### config.mk
export PLATFORM = sky130hd
export DESIGN_NAME = wb_host_bridge_flat
export DESIGN_NICKNAME = d
export VERILOG_FILES = /design/src/rtl/wbh_pkg.sv /design/src/rtl/wb_host_bridge_if.sv /design/src/rtl/wb_host_bridge.sv /design/src/flat_wrapper.sv
export SDC_FILE = /design/constraint.sdc
export NUM_CORES = 1
export LEC_CHECK = 0
export ABC_AREA = 1
export CAP_MARGIN = 20
export CORE_MARGIN = 2
export CORE_UTILIZATION = 50
export DETAILED_ROUTE_END_ITERATION = 6
export GPL_TIMING_DRIVEN = 0
export PLACE_DENSITY_LB_ADDON = 0.12
export REMOVE_ABC_BUFFERS = 1
export SYNTH_ARGS = -nofsm -noshare
export SYNTH_HDL_FRONTEND = slang
export SYNTH_SLANG_ARGS = --single-unit
### constraint.sdc
create_clock -name clk -period 2.96 [get_ports clk]
set_input_delay 0.296 -clock clk [delete_from_list [all_inputs] [get_ports clk]]
set_output_delay 0.296 -clock clk [all_outputs]
set_load 0.02 [all_outputs]
### src/rtl/wbh_pkg.sv
// Shared definitions for the byte-stream to Wishbone host bridge:
// command/response codes and the bridge FSM state encoding.
package wbh_pkg;

  localparam logic [7:0] CMD_WR  = 8'h01;
  localparam logic [7:0] CMD_RD  = 8'h02;
  localparam logic [7:0] RSP_OK  = 8'hAA;
  localparam logic [7:0] RSP_ERR = 8'hEE;

  typedef enum logic [2:0] {
    IDLE,
    ADDR_H,
    ADDR_L,
    WDATA,
    BUS,
    RESP
  } state_t;

endpackage

### src/rtl/wb_host_bridge_if.sv
// Wishbone-side bundle of the host bridge; the bridge is the master,
// the memory/register fabric is the slave.
interface wb_host_bridge_if #(
  parameter int AW = 16
);

  logic [AW-1:0] wb_addr;
  logic [31:0]   wb_wdata;
  logic [3:0]    wb_wmsk;
  logic          wb_we;
  logic          wb_cyc;
  logic [31:0]   wb_rdata;
  logic          wb_ack;

  modport master (
    output wb_addr,
    output wb_wdata,
    output wb_wmsk,
    output wb_we,
    output wb_cyc,
    input  wb_rdata,
    input  wb_ack
  );

  modport slave (
    input  wb_addr,
    input  wb_wdata,
    input  wb_wmsk,
    input  wb_we,
    input  wb_cyc,
    output wb_rdata,
    output wb_ack
  );

endinterface

### src/rtl/wb_host_bridge.sv
// Byte-stream command decoder driving single Wishbone word accesses.
// Define WBH_TIMEOUT_EN to abort a stuck bus cycle with an 0xEE reply.
module wb_host_bridge
  import wbh_pkg::*;
#(
  parameter int AW        = 16,
  parameter int TIMEOUT_W = 8
) (
  input  logic       clk,
  input  logic       rst_n,
  input  logic [7:0] rx_data,
  input  logic       rx_stb,
  output logic [7:0] tx_data,
  output logic       tx_valid,
  input  logic       tx_ack,
  output logic       busy,
  wb_host_bridge_if.master wb
);

  state_t      state_q;
  state_t      state_d;
  logic        we_q;
  logic        err_q;
  logic        cyc_q;
  logic [1:0]  cnt_q;
  logic [15:0] addr_q;
  logic [31:0] wdata_q;
  logic [31:0] rdata_q;
  logic [7:0]  tx_data_q;
  logic        tx_valid_q;

  logic bus_ack;
  logic tx_fire;
  logic last_byte;
  logic cmd_ok;
  logic to_hit;

  assign bus_ack   = cyc_q & wb.wb_ack;
  assign tx_fire   = tx_valid_q & tx_ack;
  assign last_byte = err_q | we_q | (cnt_q == 2'd3);
  assign cmd_ok    = (rx_data == CMD_WR) |
                     (rx_data == CMD_RD);

`ifdef WBH_TIMEOUT_EN
  localparam logic [TIMEOUT_W-1:0] TO_LAST =
    {TIMEOUT_W{1'b1}} - 1'b1;

  logic [TIMEOUT_W-1:0] to_q;

  always_ff @(posedge clk or negedge rst_n) begin
    if (!rst_n) begin
      to_q <= '0;
    end else if (state_q != BUS) begin
      to_q <= '0;
    end else begin
      to_q <= to_q + 1'b1;
    end
  end

  // The counter reaches all-ones on the same edge that aborts the cycle.
  assign to_hit = cyc_q & ~wb.wb_ack &
                  (to_q == TO_LAST);
`else
  assign to_hit = cyc_q & (TIMEOUT_W == 0);
`endif

  always_comb begin
    state_d = state_q;
    unique case (state_q)
      IDLE: begin
        if (rx_stb && cmd_ok) begin
          state_d = ADDR_H;
        end
      end
      ADDR_H: begin
        if (rx_stb) begin
          state_d = ADDR_L;
        end
      end
      ADDR_L: begin
        if (rx_stb) begin
          state_d = we_q ? WDATA : BUS;
        end
      end
      WDATA: begin
        if (rx_stb && cnt_q == 2'd3) begin
          state_d = BUS;
        end
      end
      BUS: begin
        if (bus_ack || to_hit) begin
          state_d = RESP;
        end
      end
      RESP: begin
        if (tx_fire && last_byte) begin
          state_d = IDLE;
        end
      end
      default: state_d = IDLE;
    endcase
  end

  always_ff @(posedge clk or negedge rst_n) begin
    if (!rst_n) begin
      state_q <= IDLE;
    end else begin
      state_q <= state_d;
    end
  end

  always_ff @(posedge clk or negedge rst_n) begin
    if (!rst_n) begin
      we_q       <= 1'b0;
      err_q      <= 1'b0;
      cyc_q      <= 1'b0;
      cnt_q      <= 2'd0;
      addr_q     <= 16'h0;
      wdata_q    <= 32'h0;
      rdata_q    <= 32'h0;
      tx_data_q  <= 8'h0;
      tx_valid_q <= 1'b0;
    end else begin
      unique case (state_q)
        IDLE: begin
          if (rx_stb && cmd_ok) begin
            we_q  <= (rx_data == CMD_WR);
            err_q <= 1'b0;
            cnt_q <= 2'd0;
          end
        end
        ADDR_H: begin
          if (rx_stb) begin
            addr_q[15:8] <= rx_data;
          end
        end
        ADDR_L: begin
          if (rx_stb) begin
            addr_q[7:0] <= rx_data;
            cyc_q       <= ~we_q;
          end
        end
        WDATA: begin
          if (rx_stb) begin
            wdata_q <= {wdata_q[23:0], rx_data};
            cnt_q   <= cnt_q + 2'd1;
            cyc_q   <= (cnt_q == 2'd3);
          end
        end
        BUS: begin
          if (bus_ack) begin
            cyc_q      <= 1'b0;
            tx_valid_q <= 1'b1;
            cnt_q      <= 2'd0;
            if (we_q) begin
              tx_data_q <= RSP_OK;
            end else begin
              tx_data_q <= wb.wb_rdata[31:24];
              rdata_q   <= {wb.wb_rdata[23:0], 8'h00};
            end
          end else if (to_hit) begin
            cyc_q      <= 1'b0;
            err_q      <= 1'b1;
            tx_valid_q <= 1'b1;
            tx_data_q  <= RSP_ERR;
          end
        end
        RESP: begin
          if (tx_fire) begin
            if (last_byte) begin
              tx_valid_q <= 1'b0;
            end else begin
              tx_data_q <= rdata_q[31:24];
              rdata_q   <= {rdata_q[23:0], 8'h00};
              cnt_q     <= cnt_q + 2'd1;
            end
          end
        end
        default: begin
          cyc_q      <= 1'b0;
          tx_valid_q <= 1'b0;
        end
      endcase
    end
  end

  assign wb.wb_addr  = addr_q[AW-1:0];
  assign wb.wb_wdata = wdata_q;
  assign wb.wb_wmsk  = 4'hF;
  assign wb.wb_we    = we_q;
  assign wb.wb_cyc   = cyc_q;

  assign tx_data  = tx_data_q;
  assign tx_valid = tx_valid_q;
  assign busy     = (state_q != IDLE);

endmodule

### src/flat_wrapper.sv
// flat-port wrapper written by rule: the top's interface ports become plain ports
module wb_host_bridge_flat import wbh_pkg::*;
#(
  parameter int AW        = 16,
  parameter int TIMEOUT_W = 8
)
  (clk, rst_n, rx_data, rx_stb, tx_data, tx_valid, tx_ack, busy, wb_wb_addr, wb_wb_wdata, wb_wb_wmsk, wb_wb_we, wb_wb_cyc, wb_wb_rdata, wb_wb_ack);
  wb_host_bridge_if #(.AW(AW)) wb_i ();
  input  logic clk;
  input  logic rst_n;
  input  logic [7:0] rx_data;
  input  logic rx_stb;
  output logic [7:0] tx_data;
  output logic tx_valid;
  input  logic tx_ack;
  output logic busy;
  output wire logic [$bits(wb_i.wb_addr)-1:0] wb_wb_addr;
  output wire logic [$bits(wb_i.wb_wdata)-1:0] wb_wb_wdata;
  output wire logic [$bits(wb_i.wb_wmsk)-1:0] wb_wb_wmsk;
  output wire logic [$bits(wb_i.wb_we)-1:0] wb_wb_we;
  output wire logic [$bits(wb_i.wb_cyc)-1:0] wb_wb_cyc;
  input wire logic [$bits(wb_i.wb_rdata)-1:0] wb_wb_rdata;
  input wire logic [$bits(wb_i.wb_ack)-1:0] wb_wb_ack;
  assign wb_wb_addr = wb_i.wb_addr;
  assign wb_wb_wdata = wb_i.wb_wdata;
  assign wb_wb_wmsk = wb_i.wb_wmsk;
  assign wb_wb_we = wb_i.wb_we;
  assign wb_wb_cyc = wb_i.wb_cyc;
  assign wb_i.wb_rdata = wb_wb_rdata;
  assign wb_i.wb_ack = wb_wb_ack;
  wb_host_bridge #(.AW(AW), .TIMEOUT_W(TIMEOUT_W)) u_core (.clk(clk), .rst_n(rst_n), .rx_data(rx_data), .rx_stb(rx_stb), .tx_data(tx_data), .tx_valid(tx_valid), .tx_ack(tx_ack), .busy(busy), .wb(wb_i));
endmodule
==> results by stage <==
Die:
- 109 I/O pins were placed.
- The floorplan die width is 92.5 um.
- For this configuration, the core starts out at a cell density of 51.2%.
- The floorplan die height is 92.5 um.
- After floorplanning, the core was divided into 32 placement rows.
- The area of the core region is 7650 um^2.
- The floorplan step defined a die boundary enclosing 8560 um^2.

STA:
- The number of max-slew violations in the final report is 0.
- The final period utilization is 74.8%.
- The worst path needs 2.21 ns of the cycle, external delays included.
- The final-report hold violation count is 0.
- The slew at the pin closest to its max-slew limit is 0.664 ns.
- The highest clock rate is 452 MHz.
- Setup repair after global routing left no endpoint under its margin.
- The worst hold slack is 0.349 ns.
- The relative slew slack is 55.6%.
- Setup violations remaining at the end of the flow were counted as 0.
- The worst-case clock skew is 0.0108 ns.

GRT:
- The number of global-route vias before repair was 3,098.
- The first global-routing pass estimated 14,800 um of wire.
- Entering global routing, the biggest net connects 74 pins.
- The all-layer global routing usage is 21.5%.
- The initial antenna violation count came to 0.
- After global routing the overflow that remains totals 0.

Run status:
- The run finished with clean final reports.

Clock network:
- TritonCTS built the clock tree.
- Clock-pin slew was measured on the worst setup and hold paths at 0.09 ns.
- The deepest clock path buffer count is 2.
- The CTS sink count is 88.
- Buffers inserted during clock tree synthesis total 9.
- The number of levels the H-tree was split into is 3.
- In this run the clock root is driven by a clkbuf_8.
- The clock latency reported for the late side of the worst-skew pair is 0.34 ns.

Logic synthesis:
- Sorting the synthesized cells by area gives the leading types as dfrtp_1 (56%), nand2_1 (21%), o21ai_0 (5.2%), inv_1 (3.5%), nor2_1 (2.8%).
- The area fraction of the dominant cell type after synthesis is 56.2%.
- A synthesized cell averages 7.96 um^2.
- The count of different cell masters after synthesis is 23.
- The share of the Yosys chip area taken by registers is 56.2%.
- Summed over all instances, the cell type with the most area after synthesis is dfrtp_1.
- For this run, the number of Yosys warnings is 0.
- Counting flops and latches in the post-synthesis netlist gives 88.
- The cell area after synthesis is 3920 um^2.
- The number of instances in the synthesized netlist is 492.

Route:
- The number of iterations in the first detailed-routing pass is 4.
- Summed over all nets, wire length on met3 after detailed routing comes to 457 um.
- In the final routing, the length of wire on met1 measures 4060 um.
- The final route contains 3,344 vias.
- The total detailed-routing wirelength is 8800 um.
- The via density per instance is 4.78.
- For this run, design rule violations remaining after detail routing come to 0.
- In the final routed layout, each cell accounts on average for 12.6 um.
- The first-iteration detailed-routing DRC count is 215.
- The uppermost layer routed is met4.
- The total met2 wirelength after detailed routing is 4140 um.
- The detail route stage leaves a number of antenna-violating nets equal to 0.

Cells and area:
- Cells with a size suffix above 1 make up 5.03% of the layout.
- The number of diodes added for antenna fixing is 0.
- The growth of design area from synthesis to finish is 35.1%.
- The leading cell type in the layout, fill and taps excluded is nand2_1.
- At the end of the flow the core is filled with cells to 69.2%.
- After routing the design area is 5290 um^2.
- The net count of the finished layout is 639.
- In the layout the commonest cells are nand2_1 (215), clkdlybuf4s50_1 (103), dfrtp_1 (88).
- The layout has 667 filler cells.

Setup path:
- For the worst setup path, the data arrival time is 1.92 ns.
- STA classifies the critical path startpoint as a flop.
- The path depth of the worst reg2reg path is 8.
- For this run, the slowest stage of the critical path takes 0.54 ns.
- Along the worst path, the maximum fanout reaches 8.
- STA classifies the critical path endpoint as a primary output.
- Walking the worst path, the cells encountered are inv_2 > nand2_1 > nor2_1 > inv_1 > clkdlybuf4s50_1.
- The destination of the worst register-to-register timing path is u_core.wb.wb_wdata[24]$_DFFE_PN0P_.
- At the worst endpoint, the required time is 2.66 ns.
- By startpoint and endpoint, the worst setup path is classified as flop to primary output.
- The critical path starts at u_core.state_q[0]$_DFFE_PN0P_.
- The worst register-to-register path begins at u_core.state_q[2]$_DFFE_PN0P_.
- The setup check on the worst reg-to-reg path leaves a slack of 0.77 ns.
- On the critical path, the stage with the largest delay is an instance of clkdlybuf4s50_1.
- In this run the worst setup path terminates at busy.

Power:
- The power per cell area is 1010 nW/um^2.
- The total power draw is 5320 uW.
- The analysis attributes to cell leakage a power of 0.00270 uW.
- Across the VDD grid, the largest voltage drop is 0.000551 V.

Placement:
- Summing all placed instances gives a cell area of 5030 um^2.
- The half-perimeter wire length after detailed placement is 6110 um.
- Port buffering added 104 buffers.
- Routability-driven placement finished with a final weighted congestion of 0.939.

Run:
- The count of maximum capacitance violations is 0.

Min path:
- The worst hold-check path type is input pin to asynchronous set/reset pin.
timing repair:
action | 4_1_cts | 5_1_grt
hold buffers | 1 | 0
gates resized for setup | 0 | 0
buffers inserted | 0 | 0
hold endpoints to repair | 15 | 0
through the flow:
step / cells / setup TNS, ns / setup slack [ns]
after global routing: 699 / 0 / 0.576
after floorplan: 474 / 0 / 0.888
final: 699 / 0 / 0.746
after detailed placement: 682 / 0 / 0.328
after global placement: 680 / -134.38 / -1.53
after CTS: 698 / 0 / 0.369
worst max-delay path, delay by kind of cell, from the launching register on:
family                 cells  cell delay (ns)
buffers and inverters      3             0.83
flip-flops                 1             0.47
AND/OR/NAND/NOR            2             0.27
area by class of cell:
type / instances / area (um^2) / area share, %
clock buffer: 11 / 151 / 2.86
clock inverter: 4 / 76.3 / 1.44
inverter: 42 / 158 / 2.98
multi-input combinational: 344 / 1450 / 27.4
sequential: 88 / 2200 / 41.6
tap: 102 / 128 / 2.41
timing repair buffer: 108 / 1120 / 21.2
Yosys cell counts:
cell type,n
o21ai_1,10
o21bai_1,3
dfrtp_1,88
o22ai_1,1
nor2_2,2
nand4_2,1
buf_4,7
nand2_1,215
inv_2,5
nand2_2,1
nand3_1,14
nor3_1,2
clkbuf_1,5
buf_2,9
nor2_1,29
o21ai_0,41
nand4_1,1
nand3_2,1
conb_1,1
inv_1,37
ha_1,1
nor2_4,1
a21oi_1,17
sequential cells by signal (all words and copies together), names as in the netlist:
| register | count |
|---|---|
| u_core.tx_data | 8 |
| u_core.wb.wb_we | 1 |
| u_core.wb.wb_cyc | 1 |
| u_core.wb.wb_wdata | 32 |
| u_core.rdata_q | 24 |
| u_core.state_q | 3 |
| u_core.tx_valid | 1 |
| u_core.cnt_q | 2 |
| u_core.wb.wb_addr | 16 |
worst min-delay path by stage:
stage | from | to | slack (ns) | cells past startpoint
2_1_floorplan | rst_n | u_core.cnt_q[0]$_DFFE_PN0P_ | 0.0004 | 0
3_3_place_gp | u_core.tx_data[2]$_DFFE_PN0P_ | u_core.tx_data[2]$_DFFE_PN0P_ | 0.46 | 2
3_5_place_dp | rst_n | u_core.wb.wb_wdata[30]$_DFFE_PN0P_ | 0.17 | 1
4_1_cts | rst_n | u_core.wb.wb_wdata[30]$_DFFE_PN0P_ | 0.34 | 2
5_1_grt | rst_n | u_core.wb.wb_wdata[30]$_DFFE_PN0P_ | 0.36 | 2
6_report | rst_n | u_core.wb.wb_wdata[30]$_DFFE_PN0P_ | 0.35 | 2
routing by layer:
metal | GRT usage [%] | vias to the layer above
li1 | - | 1724
met1 | 30.4 | 1511
met2 | 33.5 | 97
met3 | 3.58 | 12
met4 | 8.21 | 0
met5 | 0 | -
logic make-up after synthesis:
group / Yosys count / share of synthesized area [%]
AND/OR/NAND/NOR: 267 / 26.9
flip-flops: 88 / 56.2
other: 1 / 0.0958
adder cells (fa/ha/maj): 1 / 0.319
AO/OA/AOI/OAI: 72 / 9.43
buffers and inverters: 63 / 7.00
power by group:
part / internal (uW) / switching [uW]
clock network: 520 / 408
registers: 1720 / 324
logic: 1030 / 1320
Power figures use the tool's default switching activity.
